## src/rtl/hazard_scoreboard.sv

```systemverilog
// hazard_scoreboard: tracks {dest, WB_en, MEM_R_en} for the EXE, MEM and WB
// stages, feeds MEM/WB destinations to the forwarding selector, and requests
// an IF/ID stall when forwarding cannot resolve a source-operand dependency.
// Also keeps a saturating count of stalled cycles.
//
// Flow control: there is no valid/ready pair on this block. ID_valid marks a
// real instruction in ID; hazard_detected is the inverse of "ready" for that
// instruction. When hazard_detected=1 the ID instruction is not accepted and
// a bubble enters EXE instead. The upstream stages must hold ID stable until
// hazard_detected drops. freeze stalls the whole tracked pipeline and
// overrides acceptance.
module hazard_scoreboard #(
  parameter int REG_ADDR_W = 4,
  parameter int CNT_W      = 16
) (
  input  logic                  clk,
  input  logic                  rst,
  input  logic                  enable_forwarding,
  input  logic                  freeze,
  input  logic                  flush,
  input  logic                  ID_valid,
  input  logic [REG_ADDR_W-1:0] ID_src1,
  input  logic [REG_ADDR_W-1:0] ID_src2,
  input  logic                  ID_two_src,
  input  logic [REG_ADDR_W-1:0] ID_dest,
  input  logic                  ID_WB_en,
  input  logic                  ID_MEM_R_en,
  output logic [REG_ADDR_W-1:0] EXE_dest,
  output logic                  EXE_WB_en,
  output logic                  EXE_MEM_R_en,
  output logic [REG_ADDR_W-1:0] MEM_dest,
  output logic                  MEM_WB_en,
  output logic [REG_ADDR_W-1:0] WB_dest,
  output logic                  WB_WB_en,
  output logic                  hazard_detected,
  output logic [CNT_W-1:0]      stall_cycles
);

  // One tracked pipeline entry. An all-zero entry is a bubble.
  typedef struct packed {
    logic [REG_ADDR_W-1:0] dest;
    logic                  wb_en;
    logic                  mem_r_en;
  } stage_t;

  localparam stage_t BUBBLE = '0;

  // Stage registers and counter
  stage_t           r_exe;
  stage_t           r_mem;
  stage_t           r_wb;
  logic [CNT_W-1:0] r_stall_cycles;

  // Combinational terms
  stage_t w_id_entry;
  logic   w_m1_exe;
  logic   w_m2_exe;
  logic   w_m1_mem;
  logic   w_m2_mem;
  logic   w_dep_exe;
  logic   w_dep_mem;
  logic   w_load_use;
  logic   w_inflight_dep;
  logic   w_raw_hazard;
  logic   w_id_live;
  logic   w_hazard;
  logic   w_insert_bubble;
  logic   w_count_en;
  logic   w_cnt_sat;

  // Entry that EXE would take if the ID instruction is accepted.
  always_comb begin
    w_id_entry          = BUBBLE;
    w_id_entry.dest     = ID_dest;
    w_id_entry.wb_en    = ID_WB_en;
    w_id_entry.mem_r_en = ID_MEM_R_en;
  end

  // Source-operand matches against the EXE and MEM producers. WB is never
  // compared: the register file writes in the first half-cycle and reads in
  // the second, so a WB producer is always visible to ID.
  always_comb begin
    w_m1_exe  = (ID_src1 == r_exe.dest) & r_exe.wb_en;
    w_m2_exe  = (ID_src2 == r_exe.dest) & r_exe.wb_en & ID_two_src;
    w_m1_mem  = (ID_src1 == r_mem.dest) & r_mem.wb_en;
    w_m2_mem  = (ID_src2 == r_mem.dest) & r_mem.wb_en & ID_two_src;
    w_dep_exe = w_m1_exe | w_m2_exe;
    w_dep_mem = w_m1_mem | w_m2_mem;
  end

  // Hazard selection. With forwarding, only a load still in EXE is
  // unresolvable (its data appears at the end of MEM). Without forwarding,
  // any producer in EXE or MEM must drain to WB first. A killed or empty ID
  // slot never stalls.
  always_comb begin
    w_load_use     = w_dep_exe & r_exe.mem_r_en;
    w_inflight_dep = w_dep_exe | w_dep_mem;
    w_raw_hazard   = enable_forwarding ? w_load_use : w_inflight_dep;
    w_id_live      = ID_valid & ~flush;
    w_hazard       = w_raw_hazard & w_id_live;
  end

  // Bubble selection and counter enable. While frozen nothing advances and
  // the stall is not counted; it is counted on the edge where freeze drops
  // if the hazard is still present then.
  always_comb begin
    w_insert_bubble = flush | w_hazard | ~ID_valid;
    w_count_en      = w_hazard & ~freeze;
    w_cnt_sat       = &r_stall_cycles;
  end

  // Tracking pipeline: shifts one stage per edge unless frozen.
  always_ff @(posedge clk) begin
    if (rst) begin
      r_exe <= BUBBLE;
      r_mem <= BUBBLE;
      r_wb  <= BUBBLE;
    end else if (!freeze) begin
      r_wb  <= r_mem;
      r_mem <= r_exe;
      r_exe <= w_insert_bubble ? BUBBLE : w_id_entry;
    end
  end

  // Saturating stall-cycle counter; holds at all-ones.
  always_ff @(posedge clk) begin
    if (rst) begin
      r_stall_cycles <= '0;
    end else if (w_count_en && !w_cnt_sat) begin
      r_stall_cycles <= r_stall_cycles + 1'b1;
    end
  end

  // Output mapping
  always_comb begin
    EXE_dest        = r_exe.dest;
    EXE_WB_en       = r_exe.wb_en;
    EXE_MEM_R_en    = r_exe.mem_r_en;
    MEM_dest        = r_mem.dest;
    MEM_WB_en       = r_mem.wb_en;
    WB_dest         = r_wb.dest;
    WB_WB_en        = r_wb.wb_en;
    hazard_detected = w_hazard;
    stall_cycles    = r_stall_cycles;
  end

endmodule

```

## config.mk

```make
export PLATFORM = sky130hd
export DESIGN_NAME = hazard_scoreboard
export DESIGN_NICKNAME = d
export VERILOG_FILES = /design/src/rtl/hazard_scoreboard.sv
export SDC_FILE = /design/constraint.sdc
export NUM_CORES = 1
export LEC_CHECK = 0
export ABC_AREA = 1
export BUFFER_PORTS_ARGS = -buffer_cell sky130_fd_sc_hd__buf_2
export CAP_MARGIN = 40
export CORE_UTILIZATION = 50
export DETAILED_ROUTE_END_ITERATION = 6
export PLACE_DENSITY = 0.77
export SETUP_SLACK_MARGIN = 0.05
export SYNTH_ARGS = -nofsm -noshare
export SYNTH_HDL_FRONTEND = slang
export SYNTH_SLANG_ARGS = --single-unit
```

## constraint.sdc

```tcl
create_clock -name clk -period 2.2 [get_ports clk]
set_input_delay 0.33 -clock clk [delete_from_list [all_inputs] [get_ports clk]]
set_output_delay 0.33 -clock clk [all_outputs]
set_load 0.01 [all_outputs]
```

# After elaboration in Yosys (flattened, before gate mapping)

Cells that the tools add are included.

Register bits after elaboration: 32
Bits of input ports: 21
Output and inout bits: 33
Word-level logic and storage cells: 36

Add/sub/neg operators: 1
Eq/ne operators: 4
Muxes and demuxes: 2
Bitwise logic cells: 18
Reductions and logical operators: 3

Operator list:

| kind                                                            | count |
|---|---|
| 16-bit by 1-bit adder with 16-bit output, second input constant | 1 |
| 4-bit == test                                                   | 4 |
| 16-bit AND reduction                                            | 1 |
| 1-bit AND                                                       | 10 |
| 6-bit two-way mux                                               | 1 |
| 1-bit bitwise OR                                                | 5 |
| 1-bit inverter                                                  | 3 |
| 1-bit logical AND                                               | 1 |
| 1-bit zero test                                                 | 1 |
| 1-bit two-way mux                                               | 1 |

# Longest topological paths before layout

Depth in word-level cells: 10
Mapped depth: 12
Gate-level depth less buffers: 12

# Least setup slack after synthesis

Ideal clock, no wire load.

Kind: reg2out
Start point: reg r_exe, in the netlist EXE_dest[2]
End point: out hazard_detected
Data arrival time: 1.357 ns
Data required time: 1.870 ns
Path slack: 0.513 ns
Stages on the path, launching flop included: 11
Path buffers: 0
Cell sequence: dfxtp_1 -> inv_1 -> nand2_1 -> nand2_1 -> nor2_1 -> nand2_1 -> nand2_1 -> nand2_1 -> nand2_2 -> inv_1 -> nor3_1

Longest elaborated chain between the ends: 7
Elaborated cells between the ends (all ways): 10
Classes of those cells: eq/ne: 2; mux: 1; bitwise: 7

Ends and longest elaborated chain:

| element                                       | RTL line | source |
|---|---|---|
| from (decl)                                   | 49       | `stage_t r_exe;` |
| from (signal assigned)                        | 121      | `r_exe <= w_insert_bubble ? BUBBLE : w_id_entry;` |
| 4-bit == test                                 | 84       | `w_m2_exe = (ID_src2 == r_exe.dest) & r_exe.wb_en & ID_two_src;` |
| 1-bit AND (2 in a row)                        | 84       |  |
| 1-bit bitwise OR *                            | 87       | `w_dep_exe = w_m1_exe \| w_m2_exe;` |
| 1-bit bitwise OR or 1-bit AND (tied branches) | 97, 96   |  |
| 1-bit two-way mux *                           | 98       | `w_raw_hazard = enable_forwarding ? w_load_use : w_inflight_dep;` |
| 1-bit AND *                                   | 100      | `w_hazard = w_raw_hazard & w_id_live;` |
| to (decl)                                     | 35       | `output logic hazard_detected,` |

Every way passes the cells marked *; elsewhere a longest branch is shown, timed or not.

# Final worst setup path

Start point: reg r_mem, in the netlist MEM_dest[1]
End point: out hazard_detected

Longest elaborated chain between the ends: 7
Elaborated cells between the ends (all ways): 9
Classes of those cells: eq/ne: 2; mux: 1; bitwise: 6

Ends and longest elaborated chain:

| element                | RTL line | source |
|---|---|---|
| from (decl)            | 50       | `stage_t r_mem;` |
| from (signal assigned) | 120      | `r_mem <= r_exe;` |
| 4-bit == test          | 86       | `w_m2_mem = (ID_src2 == r_mem.dest) & r_mem.wb_en & ID_two_src;` |
| 1-bit AND (2 in a row) | 86       |  |
| 1-bit bitwise OR *     | 88       | `w_dep_mem = w_m1_mem \| w_m2_mem;` |
| 1-bit bitwise OR *     | 97       | `w_inflight_dep = w_dep_exe \| w_dep_mem;` |
| 1-bit two-way mux *    | 98       |  |
| 1-bit AND *            | 100      |  |

Marks and branches as above.

==> results.md <==
* First-pass DRT Iterations at 4
* Routed wire length per instance at 11.92 um
* Proportion of layout cells with a drive suffix above 1 at 22.45%
* Synthesized flop and latch total at 32
* Synthesized netlist net count at 310
* Fraction of the yosys area taken by sequential cells at 34.22%
* Data required time of the worst path at 1.87 ns
* Placeable Area at 3468 um2
* DR vias/cell at 5.154
* Most frequent cells in the layout: nand2_1 (82), buf_2 (53), nor2_1 (34)
* Total gr overflow at 0
* Critical Setup Path Class: reg -> out
* Hold depth at 4
* Most frequent standard cell in the layout excluding fill and tap cells: nand2_1
* Total placed cells including tap cells at 380
* Area fraction of the dominant cell type after synthesis at 34.22%
* Maximum level of the CTS H-tree at 2
* Most area-hungry cell type in the Yosys netlist: dfxtp_1
* Count of buffers inserted at the top-level ports at 53
* Pwr Density at 561.3 nW/um2
* Via count of the first global-routing pass at 1,695
* Number of design-rule violations left by the first detailed-router iteration at 82
* Status: finished, final reports clean
* Arr. time, crit path at 1.60 ns
* Setup total negative slack at 0 ns
* Max-capacitance violation count at 0
* Number of I/O pins at 54
* Yosys warning count at 0
* Ranking of synthesized cells by area: dfxtp_1 (34%), nand2_1 (16%), a21oi_1 (7.5%)
* Vias post-DR at 2,005
* NumNets Final at 364
* Total power at 1291 uW
* CTS tree: yes
* TritonCTS buffer count at 5
* Syn Area/Cell at 6.499 um2
* DRC at 0
* Wire length of the first global-routing pass at 7721 um
* Post-detailed-placement cell area at 2170 um2
* Worst slew slack as a fraction of its limit at 67.90%
* Global-route total usage across every layer at 24.57%
* Starting Density at 53.97%
* Standard-cell row count at 21
* Pre-CTS setup slack at 0.1746 ns
* End point of the worst hold path: EXE_MEM_R_en$_SDFFE_PP0N_
* Type of the tightest min-delay check: in -> reg
* Capturing element type of the critical path: output port
* CTS clk-pin slew, worst paths at 0.07 ns
* Count of nets left with antenna violations after detail routing at 0
* Total half-perimeter wirelength after legalization and detailed placement at 3330 um
* Clock network latency to the later pin of the worst-skew pair at 0.28 ns
* Final max-slew violation count at 0
* Slew at the pin closest to its max-slew limit at 0.4785 ns
* Placer congestion estimate at 0.9295
* Fin area at 2300 um2
* Count of distinct cell types in the synthesized netlist at 22
* Area of the mapped netlist at 1872 um2
* Setup repair after global routing missed its margin: false
* Cell leakage power at 0.001070 uW
* Worst R2R Start: stall_cycles[0]$_SDFFE_PP0P_
* Initial antenna violation count at 0
* Nature of the critical path startpoint: register
* Register-to-register path setup slack at 0.34 ns
* Non-filler instance count after layout at 389
* Largest fanout of any net on the critical path at 7
* Total of fill cells in the finished design at 332
* Final worst path period share at 87.80%
* Hold violation count in the final report at 0
* Post-Syn Instances at 288
* X dimension of the die at 63.19 um
* Hold-fix buffers at CTS at 0
* Worst clock skew at 0.004054 ns
* Setup slack after layout at 0.2685 ns
* Hold wc startpoint: ID_MEM_R_en
* Endpoint of the lowest-slack register-to-register path: stall_cycles[6]$_SDFFE_PP0P_
* Number of failing setup endpoints in the final timing report at 0
* Num Clock Sinks at 32
* Synth-to-layout area growth at 22.86%
* ANT cells at 0
* Tmin final at 1.932 ns
* Root cell of the clock tree: clkbuf_8
* Largest net degree at the start of global routing at 22
* Die area at 3992 um2
* Peak ir drop on the vdd network at 0.3260 mV
* Wire length after detailed routing at 4635 um
* Vert. Die Dim at 63.19 um
* Cell depth of the worst flop-to-flop path at 9
* Achievable Freq at 0.5177 GHz
* Clock Tree Buf Depth at 2
==> repair_timing <==
action,4_1_cts,5_1_grt
setup buffers,0,1
setup endpoints to repair,1,17
pin swaps,0,1
gates resized for setup,2,6
==> cell families (layout without fill, tap and decap cells) <==
family | Yosys count | after routing | share of synthesized area (%)
xor gates and xnor gates | 17 | 17 | 7.954
AOI/OAI and AO/OA | 42 | 42 | 11.36
DFF | 32 | 32 | 34.22
buffers and inverters | 40 | 95 | 8.757
and+or+nand+nor | 156 | 156 | 37.03
adders and majority gates | 1 | 1 | 0.6683
==> stage by stage <==
stage / hold slack (ns) / utilization, %
after floorplan: 0.5022 / -
after global placement: 0.4637 / 62.55
after detailed placement: 0.4728 / 62.55
after CTS: 0.3697 / 65.69
after global routing: 0.3883 / 66.31
final: 0.3739 / 66.31
==> where the power goes <==
| group | switching, uW | total (uW) | internal [uW] |
|---|---|---|---|
| sequential | 10.4 | 603 | 593 |
| combinational | 84.0 | 135 | 51.4 |
| clock | 216 | 552 | 336 |
| total | 311 | 1290 | 980 |
==> critical path, stage by stage (launching register included) <==
cell and delay [ns]:
dfxtp_2 0.35, inv_1 0.09, nand2_1 0.07, nand2_1 0.05, nor2_1 0.11, nand2_1 0.06, nand2_1 0.10, nand2_1 0.09
nand2_4 0.08, inv_2 0.06, nor3_1 0.12, buf_2 0.15
==> cells in the mapped netlist <==
cell type	n
nand3_1	9
nor2_1	34
o21ai_0	13
buf_6	1
clkbuf_1	7
inv_1	28
nor2_2	3
a21oi_1	28
nand2_2	2
buf_4	1
xor2_1	11
ha_1	1
xnor2_1	6
nand3b_1	7
nand4_1	17
nand2_1	82
nand3_4	1
a21boi_0	1
dfxtp_1	32
nor3_1	1
buf_2	2
clkinv_1	1
==> worst max path at each step <==
stage                                   endpoint                          from  slack (ns)
CTS                              hazard_detected      EXE_dest[0]$_SDFFE_PP0N_        0.09
global placement    stall_cycles[1]$_SDFFE_PP0P_  stall_cycles[0]$_SDFFE_PP0P_        0.24
floorplan                        hazard_detected      EXE_dest[2]$_SDFFE_PP0N_        0.51
global route                     hazard_detected      MEM_dest[1]$_SDFFE_PP0N_        0.09
finish                           hazard_detected      MEM_dest[1]$_SDFFE_PP0N_        0.27
detailed placement  stall_cycles[1]$_SDFFE_PP0P_  stall_cycles[0]$_SDFFE_PP0P_        0.17
==> routing by layer <==
layer	wire length, um	GRT usage (%)	up-vias
met1	2206	33.89	909
met4	56	9.375	0
met3	199	4.348	6
met2	2173	37.90	54
met5	0	0	-
li1	-	-	1036
==> final cells by class <==
type                            instances  area, um2  area share (%)
Inverter                               29      108.9           4.733
Tap cell                               46      57.56           2.503
Timing Repair Buffer                   58      302.8           13.17
Sequential cell                        32      645.6           28.07
Clock buffer                            6      72.57           3.156
Multi-Input combinational cell        216       1077           46.84
Clock inverter                          2      35.03           1.523
==> state kept, by name, indices dropped and copies added, names as in the netlist <==
register / count
EXE_MEM_R_en: 1
EXE_WB_en: 1
EXE_dest: 4
MEM_WB_en: 1
MEM_dest: 4
WB_WB_en: 1
WB_dest: 4
stall_cycles: 16
Power figures use the tool's default switching activity.
